<file path="src/rtl/ipsxe_floating_point_axis_out_buffer_v1_0_if.sv">
// -----------------------------------------------------------------------------
// ipsxe_floating_point_axis_out_buffer_v1_0_if
//
// Bundles the stream-facing signals of the floating-point output buffer.
// Signal names keep the buffer's point of view (i_* driven into the buffer,
// o_* driven by the buffer).
//
//   master : the buffer side (drives o_s_tready, o_issue, o_m_tvalid, o_m_tdata)
//   slave  : the surrounding logic (operand source, datapath, result sink)
//
// Signals:
//   i_s_tvalid / o_s_tready : operand handshake
//   o_issue                 : operand accepted this cycle (datapath enable)
//   i_result [N]            : datapath result
//   o_m_tvalid / i_m_tready : result handshake
//   o_m_tdata [N]           : result data, head of FIFO
//   i_s_tlast / o_m_tlast   : only when IPSXE_FLOATING_POINT_AXIS_TLAST_EN is defined
// -----------------------------------------------------------------------------
interface ipsxe_floating_point_axis_out_buffer_v1_0_if #(
    parameter int N = 64
);
    logic         i_s_tvalid;
    logic         o_s_tready;
    logic         o_issue;
    logic [N-1:0] i_result;
    logic         o_m_tvalid;
    logic         i_m_tready;
    logic [N-1:0] o_m_tdata;
`ifdef IPSXE_FLOATING_POINT_AXIS_TLAST_EN
    logic         i_s_tlast;
    logic         o_m_tlast;

    modport master (
        input  i_s_tvalid, i_result, i_m_tready, i_s_tlast,
        output o_s_tready, o_issue, o_m_tvalid, o_m_tdata, o_m_tlast
    );
    modport slave (
        output i_s_tvalid, i_result, i_m_tready, i_s_tlast,
        input  o_s_tready, o_issue, o_m_tvalid, o_m_tdata, o_m_tlast
    );
`else
    modport master (
        input  i_s_tvalid, i_result, i_m_tready,
        output o_s_tready, o_issue, o_m_tvalid, o_m_tdata
    );
    modport slave (
        output i_s_tvalid, i_result, i_m_tready,
        input  o_s_tready, o_issue, o_m_tvalid, o_m_tdata
    );
`endif
endinterface

</file>
<file path="src/rtl/ipsxe_floating_point_axis_out_buffer_v1_0.sv">
// -----------------------------------------------------------------------------
// ipsxe_floating_point_axis_out_buffer_v1_0
//
// Output buffer for a fixed-latency floating-point datapath. Operands are
// accepted on a valid/ready handshake and issued into the datapath; a
// LATENCY-deep valid delay line marks when each result appears on i_result;
// results are captured into a DEPTH-entry first-word-fall-through FIFO and
// presented on a valid/ready handshake with backpressure.
//
// An operand is only accepted while (in flight + buffered) < DEPTH, so every
// issued operation is guaranteed a FIFO slot when its result arrives and the
// datapath never needs to stall.
//
// Parameters:
//   N       : result width
//   LATENCY : register stages in the datapath (0 = combinational)
//   DEPTH   : FIFO entries (2..128); DEPTH >= LATENCY+2 sustains full rate
//
// Ports:
//   i_clk    : clock, rising edge
//   i_rst    : asynchronous active-high reset
//   i_aclken : clock enable; all state holds while low
//   axis     : stream signals (see the interface file)
//
// Optional feature: define IPSXE_FLOATING_POINT_AXIS_TLAST_EN to carry a
// tlast bit alongside each operand through to o_m_tlast.
// -----------------------------------------------------------------------------
module ipsxe_floating_point_axis_out_buffer_v1_0 #(
    parameter int N       = 64,
    parameter int LATENCY = 4,
    parameter int DEPTH   = 8
) (
    input  logic i_clk,
    input  logic i_rst,
    input  logic i_aclken,
    ipsxe_floating_point_axis_out_buffer_v1_0_if.master axis
);
    localparam int CW = $clog2(DEPTH + 1);
    localparam int PW = $clog2(DEPTH);
`ifdef IPSXE_FLOATING_POINT_AXIS_TLAST_EN
    localparam int W = N + 1;
`else
    localparam int W = N;
`endif

    logic [CW-1:0] inflight;
    logic [CW-1:0] occupancy;
    logic [CW:0]   credits_used;
    logic          s_tready;
    logic          issue;
    logic          wr_en;
    logic          wr_fire;
    logic          m_tvalid;
    logic          pop;
    logic [W-1:0]  wr_data;
    logic [PW-1:0] wr_ptr;
    logic [PW-1:0] rd_ptr;
    logic [W-1:0]  mem [DEPTH];
    logic [W-1:0]  head;
    logic [W-1:0]  head_nxt;
    logic          head_load;
    logic [CW-1:0] occ_after_pop;

    function automatic logic [PW-1:0] next_ptr(input logic [PW-1:0] p);
        return (p == PW'(DEPTH - 1)) ? '0 : p + PW'(1);
    endfunction

    // Ready comes from registered counters only; i_rst forces it low during reset.
    assign credits_used = {1'b0, inflight} + {1'b0, occupancy};
    assign s_tready     = ~i_rst & (credits_used < (CW+1)'(DEPTH));
    assign issue        = axis.i_s_tvalid & s_tready & i_aclken;
    assign m_tvalid     = (occupancy != '0);
    assign pop          = m_tvalid & axis.i_m_tready & i_aclken;
    assign wr_fire      = wr_en & i_aclken;

    // -------------------------------------------------------------------------
    // Valid (and optional tlast) delay line matching the datapath latency
    // -------------------------------------------------------------------------
`ifdef IPSXE_FLOATING_POINT_AXIS_TLAST_EN
    logic wr_last;
    assign wr_data = {wr_last, axis.i_result};
`else
    assign wr_data = axis.i_result;
`endif

    generate
        if (LATENCY == 0) begin : g_comb
            assign wr_en = issue;
`ifdef IPSXE_FLOATING_POINT_AXIS_TLAST_EN
            assign wr_last = axis.i_s_tlast;
`endif
        end else begin : g_pipe
            logic [LATENCY-1:0] vld_sr;
`ifdef IPSXE_FLOATING_POINT_AXIS_TLAST_EN
            logic [LATENCY-1:0] last_sr;
`endif
            // NOTE: sequential state uses non-blocking assignments so every
            // register samples the pre-edge values, independent of block order.
            always_ff @(posedge i_clk or posedge i_rst) begin
                if (i_rst) begin
                    vld_sr <= '0;
`ifdef IPSXE_FLOATING_POINT_AXIS_TLAST_EN
                    last_sr <= '0;
`endif
                end else if (i_aclken) begin
                    vld_sr <= (vld_sr << 1) | LATENCY'(issue);
`ifdef IPSXE_FLOATING_POINT_AXIS_TLAST_EN
                    last_sr <= (last_sr << 1) | LATENCY'(issue & axis.i_s_tlast);
`endif
                end
            end
            assign wr_en = vld_sr[LATENCY-1];
`ifdef IPSXE_FLOATING_POINT_AXIS_TLAST_EN
            assign wr_last = last_sr[LATENCY-1];
`endif
        end
    endgenerate

    // -------------------------------------------------------------------------
    // FIFO storage
    // -------------------------------------------------------------------------
    // NOTE: the storage array has no reset; occupancy and pointers decide which
    // entries are meaningful, and leaving it out keeps it mappable to RAM.
    always_ff @(posedge i_clk) begin
        if (wr_fire) begin
            mem[wr_ptr] <= wr_data;
        end
    end

    // Registered head: reload when the FIFO goes from empty to non-empty
    // (bypass the incoming result) or when a pop exposes the next entry.
    always_comb begin
        // NOTE: every output gets a default first so no path leaves a latch.
        head_nxt      = head;
        head_load     = 1'b0;
        occ_after_pop = occupancy - CW'(pop);
        if (wr_fire && occ_after_pop == '0) begin
            head_nxt  = wr_data;
            head_load = 1'b1;
        end else if (pop && occ_after_pop != '0) begin
            head_nxt  = mem[next_ptr(rd_ptr)];
            head_load = 1'b1;
        end
    end

    always_ff @(posedge i_clk or posedge i_rst) begin
        if (i_rst) begin
            inflight  <= '0;
            occupancy <= '0;
            wr_ptr    <= '0;
            rd_ptr    <= '0;
            head      <= '0;
        end else if (i_aclken) begin
            inflight  <= inflight + CW'(issue) - CW'(wr_en);
            occupancy <= occupancy + CW'(wr_en) - CW'(pop);
            if (wr_en) begin
                wr_ptr <= next_ptr(wr_ptr);
            end
            if (pop) begin
                rd_ptr <= next_ptr(rd_ptr);
            end
            if (head_load) begin
                head <= head_nxt;
            end
        end
    end

    assign axis.o_s_tready = s_tready;
    assign axis.o_issue    = issue;
    assign axis.o_m_tvalid = m_tvalid;
    assign axis.o_m_tdata  = head[N-1:0];
`ifdef IPSXE_FLOATING_POINT_AXIS_TLAST_EN
    assign axis.o_m_tlast  = head[N];
`endif

`ifndef SYNTHESIS
    // Credit accounting makes a write into a full FIFO unreachable.
    no_overflow_a: assert property (@(posedge i_clk) disable iff (i_rst)
        !(wr_fire && occupancy == CW'(DEPTH)));
`endif

endmodule

</file>
<file path="src/flat_wrapper.sv">
// flat-port wrapper written by rule: the top's interface ports become plain ports
module ipsxe_floating_point_axis_out_buffer_v1_0_flat 
#(
    parameter int N       = 64,
    parameter int LATENCY = 4,
    parameter int DEPTH   = 8
)
  (i_clk, i_rst, i_aclken, axis_i_s_tvalid, axis_i_result, axis_i_m_tready, axis_o_s_tready, axis_o_issue, axis_o_m_tvalid, axis_o_m_tdata);
  ipsxe_floating_point_axis_out_buffer_v1_0_if #(.N(N)) axis_i ();
  input  logic i_clk;
  input  logic i_rst;
  input  logic i_aclken;
  input wire logic [$bits(axis_i.i_s_tvalid)-1:0] axis_i_s_tvalid;
  input wire logic [$bits(axis_i.i_result)-1:0] axis_i_result;
  input wire logic [$bits(axis_i.i_m_tready)-1:0] axis_i_m_tready;
  output wire logic [$bits(axis_i.o_s_tready)-1:0] axis_o_s_tready;
  output wire logic [$bits(axis_i.o_issue)-1:0] axis_o_issue;
  output wire logic [$bits(axis_i.o_m_tvalid)-1:0] axis_o_m_tvalid;
  output wire logic [$bits(axis_i.o_m_tdata)-1:0] axis_o_m_tdata;
  assign axis_i.i_s_tvalid = axis_i_s_tvalid;
  assign axis_i.i_result = axis_i_result;
  assign axis_i.i_m_tready = axis_i_m_tready;
  assign axis_o_s_tready = axis_i.o_s_tready;
  assign axis_o_issue = axis_i.o_issue;
  assign axis_o_m_tvalid = axis_i.o_m_tvalid;
  assign axis_o_m_tdata = axis_i.o_m_tdata;
  ipsxe_floating_point_axis_out_buffer_v1_0 #(.N(N), .LATENCY(LATENCY), .DEPTH(DEPTH)) u_core (.i_clk(i_clk), .i_rst(i_rst), .i_aclken(i_aclken), .axis(axis_i));
endmodule
</file>
<file path="config.mk">
export PLATFORM = sky130hd
export DESIGN_NAME = ipsxe_floating_point_axis_out_buffer_v1_0_flat
export DESIGN_NICKNAME = d
export VERILOG_FILES = /design/src/rtl/ipsxe_floating_point_axis_out_buffer_v1_0_if.sv /design/src/rtl/ipsxe_floating_point_axis_out_buffer_v1_0.sv /design/src/flat_wrapper.sv
export SDC_FILE = /design/constraint.sdc
export NUM_CORES = 1
export LEC_CHECK = 0
export ABC_CLOCK_PERIOD_IN_PS = 5500
export CELL_PAD_IN_SITES_DETAIL_PLACEMENT = 2
export CELL_PAD_IN_SITES_GLOBAL_PLACEMENT = 2
export CORE_MARGIN = 2
export CORE_UTILIZATION = 35
export CTS_BUF_LIST = sky130_fd_sc_hd__clkbuf_16
export CTS_CLUSTER_SIZE = 14
export DETAILED_ROUTE_END_ITERATION = 7
export DONT_BUFFER_PORTS = 1
export PLACE_DENSITY_LB_ADDON = 0.1
export SYNTH_ARGS = -nofsm -noshare
export SYNTH_HDL_FRONTEND = slang
export SYNTH_SLANG_ARGS = --single-unit
</file>
<file path="constraint.sdc">
create_clock -name i_clk -period 5.5 [get_ports i_clk]
set_clock_uncertainty 0.05 [all_clocks]
set_input_delay 1.1 -clock i_clk [delete_from_list [all_inputs] [get_ports i_clk]]
set_output_delay 1.1 -clock i_clk [all_outputs]
set_load 0.02 [all_outputs]
</file>
# [Word-level counts from Yosys, hierarchy flattened]
# Memory sizes are Yosys's and may differ from the RTL's.
# Index checks and enable logic that the tools add are counted.
[op_classes] n_addsub=8 mul=0 n_div=0 magnitude_cmp=1 n_eq_ne=2 shift=0 mux=8 bitwise=8 reduce_logical=9
[ops] op="2-to-1 mux 64 bit" n=2
[ops] op="subtractor 4 x 1 -> 4 bit" n=3
[ops] op="adder 4 x 1 -> 4 bit" n=2
[ops] op="nonzero test 4 bit" n=2
[ops] op="adder 3 x 1 -> 3 bit (second input constant)" n=2
[ops] op="bitwise AND 1 bit" n=6
[ops] op="== test 3 bit (second input constant)" n=2
[ops] op="2-to-1 mux 3 bit" n=2
[ops] op="adder 4 x 4 -> 5 bit" n=1
[ops] op="less-than comparator 5 x 4 -> 1 bit (second input constant)" n=1
[ops] op="zero test 4 bit" n=1
[ops] op="2-to-1 mux 1 bit" n=4
[ops] op="OR 4 x 1 -> 4 bit" n=1
[ops] op="AND reduction 2 bit" n=2
[ops] op="AND reduction 3 bit" n=1
[ops] op="logical AND 1 bit" n=2
[ops] op="nonzero test 2 bit" n=1
[ops] op="NOT 1 bit" n=1
[totals] register_bits=82 latchBits=0 mem_bits_rw=512 rom_bits=0 input_bits=69 out_inout_bits=67 elab_cells=43 memories=1
[memory_table] name="u_core.mem" depth=8 word_bits=64 read_ports=1 rd_ports_with_merged_regs=0 write_ports=1 line_no="ipsxe_floating_point_axis_out_buffer_v1_0.sv:58" text="logic [W-1:0] mem [DEPTH];"

# [Depth between registers and ports, before layout]
# Gate-level depths: netlist of run 1.
[logic_depth] depth_word=9 depth_mapped=14 mapped_depth_nobuf=12

# [Worst setup path before layout of run 1]
# OpenSTA, ideal clock, no wires.
[synth_timing] path_type="input -> register" from="input port i_aclken" to="memory u_core.mem[1][0] in the netlist's numbering, enable pin" setup_ps=565 t_arrival_ps=5973 t_required_ps=4885 path_slack_ps=-1087 cell_stages=3 path_buffers=1 cell_sequence="buf_1 -> nand3_1 -> nor3_1"
[synth_between] elab_chain_cells=3
[synth_lines] item="start: declaration" line_no="flat_wrapper.sv:12" text="input logic i_aclken;"
[synth_lines] item="bitwise AND 1 bit" line_no="ipsxe_floating_point_axis_out_buffer_v1_0.sv:74" text="assign wr_fire = wr_en & i_aclken;"
[synth_lines] item="2-to-1 mux 1 bit" line_no="ipsxe_floating_point_axis_out_buffer_v1_0.sv:125" text="if (wr_fire) begin"
[synth_lines] item="2-to-1 mux 1 bit (implied by the code)" line_no="ipsxe_floating_point_axis_out_buffer_v1_0.sv:126" text="mem[wr_ptr] <= wr_data;"
[synth_lines] item="end: declaration" line_no="ipsxe_floating_point_axis_out_buffer_v1_0.sv:58"
# Every way passes these cells.

# [Worst setup path after layout of run 1]
[layout_timing] from="register u_core.occupancy[3]" to="output port axis_o_issue"
[layout_between] elab_chain_cells=5
[layout_lines] item="start: declaration" line_no="ipsxe_floating_point_axis_out_buffer_v1_0.sv:47" text="logic [CW-1:0] occupancy;"
[layout_lines] item="start signal: assignment" line_no="ipsxe_floating_point_axis_out_buffer_v1_0.sv:155" text="occupancy <= occupancy + CW'(wr_en) - CW'(pop);"
[layout_lines] item="adder 4 x 4 -> 5 bit" line_no="ipsxe_floating_point_axis_out_buffer_v1_0.sv:69" text="assign credits_used = {1'b0, inflight} + {1'b0, occupancy};"
[layout_lines] item="less-than comparator 5 x 4 -> 1 bit" line_no="ipsxe_floating_point_axis_out_buffer_v1_0.sv:70" text="assign s_tready = ~i_rst & (credits_used < (CW+1)'(DEPTH));"
[layout_lines] item="bitwise AND 1 bit" line_no="ipsxe_floating_point_axis_out_buffer_v1_0.sv:70"
[layout_lines] item="net axis_o_s_tready" line_no="flat_wrapper.sv:16" text="output wire logic [$bits(axis_i.o_s_tready)-1:0] axis_o_s_tready;"
[layout_lines] item="bitwise AND 1 bit (2 in a row)" line_no="ipsxe_floating_point_axis_out_buffer_v1_0.sv:71" text="assign issue = axis.i_s_tvalid & s_tready & i_aclken;"
[layout_lines] item="end: declaration" line_no="flat_wrapper.sv:17" text="output wire logic [$bits(axis_i.o_issue)-1:0] axis_o_issue;"
# The timed path passes the listed nets, and every way through them passes these cells.

==> metrics.txt, run 1 <==
syn nets=1,218; I/O Buffers=0; highest-count cells in the layout ignoring fill and taps=edfxtp_1 (512), mux4_2 (128), inv_1 (85); via count=10,800; # setup viols final=0; Total Power=14.5 mW; Rows=94; Worst Path Max Fanout=5; post-CTS sizing=0; Slew headroom=36.6%; CTS Buf Count=68; kind of critical path=reg2out; cts hold-fix bufs=0; setup repair after global routing missed its margin=no; Starting Density=35.3%; CTS tree=done; critical path arrival=2.79 ns; largest net degree at the start of global routing=65; DRT iter0 DRCs=515; die area=0.0682 mm²; Tightest Hold Check Type=reg2reg; Worst-Skew Late Latency=0.60 ns; CP Cell Sequence=ha_1 -> or4_1 -> a21oi_1 -> nand3_1 -> inv_1; CTS root buf=clkbuf_16; clk buf depth=3; Top Ports=136; Fill cells=6,118; worst hold slack=0.459 ns; Core Region=0.0656 mm²; first-pass GRT wire length=85.1 mm; hold_sp=u_core.inflight[3]; Placer Congestion=0.678; Reg area=0.0174 mm²; status=completed; ys async rst share=13.8%; antenna viol nets, final=0; hold path cells=1; Total Wirelength=57.5 mm; Die X-Extent=261 µm; Worst-path clk slew=0.05 ns; sequential fraction of the synthesis area=75.3%; EDFF count, synth=512; max_cap viols=0; depth of the CTS H-tree=3; Power Density=549 mW/mm²; Warnings, synthesis=0; fmax=0.254 GHz; postcts setup bufs=0; share of cells above drive strength 1=22.4%; CP max stage cell=or4_1; worst r2r path cells=13; detailed placer's ending HPWL=31.3 mm; drt pass-1 iters=4; Synth Flop Type=edfxtp_1; chip height=261 µm; Final Slew Violations=0; Area Overhead vs Synth=14.1%; Tcrit/Tclk final=71.6%; Final min period=3.94 ns; Setup crit start kind=register; R2R Path Start=u_core.occupancy[2]; Leak=8.91 nW; worst slew pin tran=0.950 ns; Hold Vio Cnt, Final=0; Via density=5.20; area of the multi-input gates=0.00523 mm²; r2r setup slk=1.61 ns; antenna violations before repair=0; Syn Area/Cell=20.5 µm²; Clock Sinks=594; grt total ovfl=0; worst hold path endpoint=u_core.inflight[3]; Post-Synthesis Cells=1,129; drt drc=0; Max VDD drop=0.393 mV; Tot GR Track Use=17.3%; Worst path max stage delay=0.50 ns; critical path endpoint category=output pin; number of synthesized register bits=594; vias in the first global route=12,300; Netlist cell types=41; leading cell type in the layout, fill and taps excluded=edfxtp_1; ANT cells=0; r2r endpoint=u_core.axis.o_m_tdata[31]; Avg WL per Cell=27.6 µm; post-route setup TNS=0 ns; required time worst endpoint=4.35 ns; final net count=1,257; cell area after synthesis=0.0231 mm²
## state kept, by name (all words and copies together), names as in the netlist
register,cells
u_core.axis.o_m_tdata,64
u_core.mem,512
u_core.rd_ptr,3
u_core.inflight,4
u_core.occupancy,4
u_core.wr_ptr,3
u_core.g_pipe.vld_sr,4
## cells by family (layout without fill, tap and decap cells)
kind of cell | after synthesis | count (layout) | share of synthesized area [%]
simple gates | 91 | 91 | 1.74
xor+xnor | 5 | 5 | 0.189
fa+ha+maj | 20 | 20 | 1.15
flops | 594 | 594 | 75.3
buf+inv | 126 | 219 | 2.62
compound gates | 73 | 73 | 2.56
mux | 220 | 220 | 16.5
## cell usage after synthesis (2+ instances only)
cell,n,area share (%)
fa_1,2,0.17
mux2i_1,84,3.6
clkbuf_1,24,0.39
dfrtp_1,82,8.9
nor2_1,10,0.16
mux2_2,8,0.39
nand2b_1,3,0.081
inv_1,69,1.1
buf_2,14,0.30
xnor2_1,3,0.11
o211ai_1,4,0.13
xor2_1,2,0.076
nor3_1,2,0.043
o21ai_0,5,0.11
o221ai_1,53,2.0
a21oi_1,6,0.13
ha_1,18,0.97
edfxtp_1,512,66
buf_6,13,0.63
buf_4,4,0.13
nand2_1,63,1.0
nand3_1,2,0.043
mux4_2,128,12
## report_power, final
group	switching (mW)	total [mW]	internal, mW
registers	0.641	5.91	5.27
clock network	1.78	4.31	2.52
logic	2.17	4.28	2.10
total	4.60	14.5	9.90
## cell type report
type                            count  share of cell area (%)
Multi-Input combinational cell    409                    19.8
Clock buffer                       73                    6.92
Clock inverter                     51                    1.12
Inverter                           69                   0.990
Tap cell                          864                    4.09
Sequential cell                   594                    66.0
Timing Repair Buffer               26                    1.12
## worst max-delay path by stage
stage                                    from                        end  slack (ns)  depth (start not counted)
after detailed placement  u_core.occupancy[2]  u_core.axis.o_m_tdata[31]        1.55                         13
after floorplan                      i_aclken           u_core.mem[7][0]        0.63                          3
final                     u_core.occupancy[3]               axis_o_issue        1.56                          5
after CTS                 u_core.occupancy[3]               axis_o_issue        1.48                          5
after global routing      u_core.occupancy[2]  u_core.axis.o_m_tdata[31]        1.29                         13
after global placement                  i_rst         u_core.inflight[2]        1.66                         11
## per-layer routing
metal,track usage (%),share of wire [%]
met1,22.6,43
met2,28.6,49
met4,4.89,1.6
met5,0,0
met3,4.43,5.9
## through the flow
stage / setup slack [ns] / std cells / utilization, % / area, µm²
after global routing: 1.29 / 2086 / 40.3 / 26400
after detailed placement: 1.55 / 1962 / 37.0 / 24300
after floorplan: 0.627 / 1129 / - / 23200
after global placement: 1.66 / 1962 / 37.0 / 24300
after CTS: 1.48 / 2086 / 40.3 / 26400
final: 1.56 / 2086 / 40.3 / 26400
## worst max-delay path: cells and delay by family, from the launching register on
kind / cells / cell delay, ns
simple gates: 2 / 0.79
compound gates: 1 / 0.46
flops: 1 / 0.42
fa+ha+maj: 1 / 0.31
buf+inv: 1 / 0.23
No activity file was read; power rests on OpenSTA's default activity.
==> inputs of run 2 (changes only) <==
--- a/config.mk
+++ b/config.mk
@@ -5,7 +5,7 @@
 export SDC_FILE = /design/constraint.sdc
 export NUM_CORES = 1
 export LEC_CHECK = 0
-export ABC_CLOCK_PERIOD_IN_PS = 5500
+export ABC_CLOCK_PERIOD_IN_PS = 3550
 export CELL_PAD_IN_SITES_DETAIL_PLACEMENT = 2
 export CELL_PAD_IN_SITES_GLOBAL_PLACEMENT = 2
 export CORE_MARGIN = 2
==> constraint.sdc (replaced) <==
create_clock -name i_clk -period 3.55 [get_ports i_clk]
set_clock_uncertainty 0.05 [all_clocks]
set_input_delay 0.71 -clock i_clk [delete_from_list [all_inputs] [get_ports i_clk]]
set_output_delay 0.71 -clock i_clk [all_outputs]
set_load 0.02 [all_outputs]
==> run 2 against run 1 <==
  * Largest cell class unchanged
  * Non-clock buffer count rose by 18
  * First-iteration DRC count is 7.6% higher
  * Power grew 56%
==> metrics.txt, run 2 (synthesis results as in run 1) <==
status=completed; via count=10,900; Total Wirelength=57.3 mm; Crit path max-delay family=simple AND/OR/NAND/NOR gates; Top Ports=136; drt pass-1 iters=6; hold_sp=axis_i_result[29]; r2r setup slk=0.35 ns; largest net degree at the start of global routing=59; vias in the first global route=12,400; met2 WL=28.0 mm; Setup crit start kind=register; Slew headroom=47.0%; worst slew pin tran=0.796 ns; highest-count cells in the layout ignoring fill and taps=edfxtp_1 (512), mux4_2 (128), inv_1 (90); Worst Path Max Fanout=9; Area Overhead vs Synth=15.3%; Rows=94; depth of the CTS H-tree=3; Core Region=0.0656 mm²; R2R Path Start=u_core.occupancy[2]; Tightest Hold Check Type=in2reg; fmax=0.313 GHz; max FFs per register=512; metal3 WL=3.16 mm; CTS tree=done; grt total ovfl=0; Leak=9.06 nW; Total Power=22.6 mW; antenna viol nets, final=0; I/O Buffers=0; CTS Buf Count=69; leading cell type in the layout, fill and taps excluded=edfxtp_1; worst hold slack=0.151 ns; Placer Congestion=0.693; DRT iter0 DRCs=554; Hold Vio Cnt, Final=0; Final min period=3.20 ns; Power Density=849 mW/mm²; critical path startpoint=u_core.occupancy[2]; drt drc=0; Max VDD drop=0.757 mV; clk buf depth=3; Via density=5.16; share of cells above drive strength 1=23.4%; fin util=40.7%; worst hold path endpoint=u_core.mem[2][29]; WP buf/inv=4; critical path endpoint category=register; kind of critical path=reg2reg; Biggest register=u_core.mem; final net count=1,276; Final Slew Violations=0; worst r2r path cells=13; CP Cell Sequence=inv_1 -> ha_1 -> or3b_1 -> nand3_2 -> inv_1 -> ha_1 -> inv_1 -> ha_1 -> and4b_1 -> nand4_1 -> o21ai_4 -> buf_4 -> o221ai_1; critical path arrival=3.60 ns; Worst path max stage delay=0.43 ns; CP max stage cell=dfrtp_1; Clock Sinks=594; Worst-path clk slew=0.06 ns; Tot GR Track Use=17.3%; detailed placer's ending HPWL=31.9 mm; post-place setup slack=0.208 ns; chip height=261 µm; r2r endpoint=u_core.axis.o_m_tdata[32]; first-pass GRT wire length=85.6 mm; Starting Density=35.3%; Die X-Extent=261 µm; required time worst endpoint=3.95 ns; Avg WL per Cell=27.2 µm; Top Metal Used=met4; Met1 Wirelength=25.0 mm; setup repair after global routing missed its margin=no; antenna violations before repair=0; hold path cells=0; CTS root buf=clkbuf_16; Worst-Skew Late Latency=0.60 ns; # setup viols final=0; setup ws final=0.355 ns; Tcrit/Tclk final=90.0%; max_cap viols=0; die area=0.0682 mm²; ANT cells=0
run 2: cell types whose count changed in the layout (fill, tap and decap cells not counted), sizes merged:
cell         before  now
buf              26   43
clkinv           29   26
clkinvlp          2    0
dlygate4sd3       0    1
inv              86   94
run 2: cell type report:
cell class / count / area (µm²)
Fill cell: 6142 / 38900
Sequential cell: 594 / 17400
Multi-Input combinational cell: 409 / 5230
Clock buffer: 73 / 1830
Tap cell: 864 / 1080
Timing Repair Buffer: 44 / 533
Clock inverter: 54 / 328
Inverter: 69 / 262
run 2: where the power goes:
group | internal (mW) | switching (mW)
Clock | 3.93 | 2.82
Sequential | 8.16 | 0.987
Combinational | 3.40 | 3.34
Total | 15.5 | 7.15
run 2: worst max-delay path by stage:
stage / to / slack, ns / depth (start not counted)
after floorplan: u_core.mem[7][0] / -0.93 / 3
after global placement: u_core.axis.o_m_tdata[60] / 0.27 / 12
after detailed placement: u_core.axis.o_m_tdata[40] / 0.21 / 12
after CTS: u_core.axis.o_m_tdata[60] / 0.19 / 12
after global routing: u_core.axis.o_m_tdata[49] / 0.10 / 13
final: u_core.axis.o_m_tdata[32] / 0.35 / 13
run 2: per-layer routing:
layer  vias up  track usage (%)
met5         -                0
met4         0             4.32
met3        79             4.92
met2       166             28.5
met1      5938             22.7
li1       4693                -
run 2: repair_timing:
action	in CTS	in global routing
endpoints found under the setup margin	0	6
gates resized for setup	0	0
endpoints found under the hold margin	24	0
hold buffers	1	0
buffers inserted	0	1
run 2: metrics by stage:
step	std cells	TNS, ns	cell area, µm²
floorplan	1129	-413.03	23200
global placement	1978	0	24500
detailed placement	1978	0	24500
CTS	2106	0	26700
global route	2107	0	26700
finish	2107	0	26700
==> RTL edit (config.mk and constraints of run 1) <==
Make the reset (`i_rst`) synchronous in 2 clocked blocks. Comments in the files are not updated.
--- a/src/rtl/ipsxe_floating_point_axis_out_buffer_v1_0.sv
+++ b/src/rtl/ipsxe_floating_point_axis_out_buffer_v1_0.sv
@@ -96,7 +96,7 @@
 `endif
             // NOTE: sequential state uses non-blocking assignments so every
             // register samples the pre-edge values, independent of block order.
-            always_ff @(posedge i_clk or posedge i_rst) begin
+            always_ff @(posedge i_clk) begin
                 if (i_rst) begin
                     vld_sr <= '0;
 `ifdef IPSXE_FLOATING_POINT_AXIS_TLAST_EN
@@ -143,7 +143,7 @@
         end
     end
 
-    always_ff @(posedge i_clk or posedge i_rst) begin
+    always_ff @(posedge i_clk) begin
         if (i_rst) begin
             inflight  <= '0;
             occupancy <= '0;
Check against the original RTL: not equivalent (Yosys sat finds a counterexample within 10 cycles, from zero or initial values and one cycle with i_rst high; the reset may be asserted at any time).
==> RTL edit against run 1 <==
Final area shrank 0.64%; worst setup slack lost 190 ps; worst hold slack lost 35 ps; wire length grew 6.9%; highest routed layer unchanged; utilization shrank 0.26 points; via count grew 13%; sequential cell count is the same; synthesized area is essentially flat; synthesized cell count grew 18%; register-to-register slack lost 240 ps.
Power is not compared: it rests on default switching activity, and its combinational part moved more than twofold at a synthesized area within 25%.
==> RTL edit: results (changes against run 1) <==
INFO  logic_synthesis yosys.cell_types.count=42 [+2.4%]
INFO  place          dpl_worst_slack=1350ps [-206 ps]
INFO  logic_synthesis synth_async_sr_flop_share=0% [-14 points]
INFO  detailed_routing routed_wl=61.5mm [+6.9%]
INFO  hold_path      worstHoldEndpoint=u_core.g_pipe.vld_sr[0]
INFO  worst_setup_path timing.critical_path.slowest_stage_cell=and2_4
INFO  place          place.gp.congestion=0.691 [+2.0%]
INFO  finish         multi_input_comb_area=0.00573mm2 [+9.5%]
INFO  global_route   grt_first_pass_wirelength=91.5mm [+7.5%]
INFO  power_and_ir_drop net-switching-power=2.16mW
INFO  sta            tightestPinTransition=1090ps [+140 ps]
INFO  logic_synthesis syn-num-nets=1422 [+17%]
INFO  finish         post_route_cells_drive_above_1_share=14.0% [-8.5 points]
INFO  hold_path      whs_path_depth=2 [+1]
INFO  outcome        run_status=completed
INFO  place          detailed_place_hpwl=32.3mm [+3.1%]
INFO  worst_setup_path ff2ff_path_depth=11 [-2]
INFO  hold_path      worstHoldStart=u_core.g_pipe.vld_sr[0]
INFO  global_route   grt_max_degree=88 [+35%]
INFO  worst_setup_path startpoint=u_core.occupancy[2]
INFO  logic_synthesis synth_commonest_cells=edfxtp_1 (512), mux2i_1 (142), a21oi_1 (89)
INFO  logic_synthesis synth.yosys.seq_area_share=73.5% [-1.8 points]
INFO  worst_setup_path timing.rr.end=u_core.axis.o_m_tdata[21]
INFO  detailed_routing route.vias.total=12300 [+13%]
INFO  place          place_area=0.0242mm2 [-0.31%]
INFO  worst_setup_path cp_max_fo=44 [+39]
INFO  global_route   grt_usage=18.3% [+1.0 points]
INFO  worst_setup_path slowest_delay=890ps [+390 ps]
INFO  detailed_routing detail_route.iter0.violations=543 [+5.4%]
INFO  worst_setup_path critical_path_arrival=4590ps [+1800 ps]
INFO  sta            max_clk_rate=242MHz [-4.7%]
INFO  global_route   first_global_vias=13800 [+12%]
INFO  logic_synthesis yosys-top-cells-area=edfxtp_1 (66%), dfxtp_1 (7.1%), mux2i_1 (6.1%)
INFO  logic_synthesis yosys_warnings=0 [unchanged]
INFO  finish         fill_cells=6243 [+2.0%]
INFO  global_route   initial_antenna_violation_count=0 [unchanged]
INFO  worst_setup_path setup.worst_path.end=u_core.axis.o_m_tdata[21]
INFO  worst_setup_path setup_slack_reg_to_reg=1370ps [-240 ps]
INFO  place          port-buffer-count=0 [unchanged]
[RTL edit: cell count changes after synthesis, sizes merged, moves of 59 or more]
| cell | change |
|---|---|
| mux2i | +59 |
| dfxtp | +82 |
| mux4 | -71 |
| a21oi | +83 |
| dfrtp | -82 |
| a22oi | +64 |
[RTL edit: worst reg2reg max path: stages, from the launching register on]
cell	delay [ps]
dfxtp_1	340
inv_1	120
ha_1	160
or3b_1	470
and3_1	370
ha_1	310
and3_1	200
o2111ai_1	510
and2_4	890
buf_4	360
a22oi_1	100
a21oi_1	180
[RTL edit: cell type report]
class	instances	share of cell area, %
Sequential cell	594	64.8
Multi-Input combinational cell	631	21.8
Clock buffer	71	6.77
Tap cell	864	4.12
Timing Repair Buffer	28	1.28
Clock inverter	49	0.953
Inverter	16	0.229
[RTL edit: kinds of logic after synthesis]
| group | synth area share, % |
|---|---|
| buffers and inverters | 2.17 |
| and+or+nand+nor | 2.27 |
| adders and majority gates | 1.15 |
| xor gates and xnor gates | 0.189 |
| DFF | 73.5 |
| AOI/OAI and AO/OA | 8.95 |
| muxes | 11.8 |
[RTL edit: through the flow]
stage	hold WS [ps]	cells
after floorplan	399	1333
after global placement	413	2133
after detailed placement	422	2133
after CTS	431	2253
after global routing	470	2253
final	424	2253
[RTL edit: metal layers]
metal  track usage (%)  wire length [um]
met4              5.18              1160
met3              4.36              3180
met1              23.5             26500
met2              31.0             30600
met5                 0                 0
[RTL edit: power by group through the flow]
stage | combinational (mW) | clock [mW] | sequential (mW)
finish | 0.518 | 4.17 | 5.01
detailed placement | 0.528 | 0 | 5.10
CTS | 0.531 | 4.32 | 5.01
global placement | 0.520 | 0 | 5.10
floorplan | 0.387 | 0 | 5.08
global route | 0.569 | 4.47 | 5.01
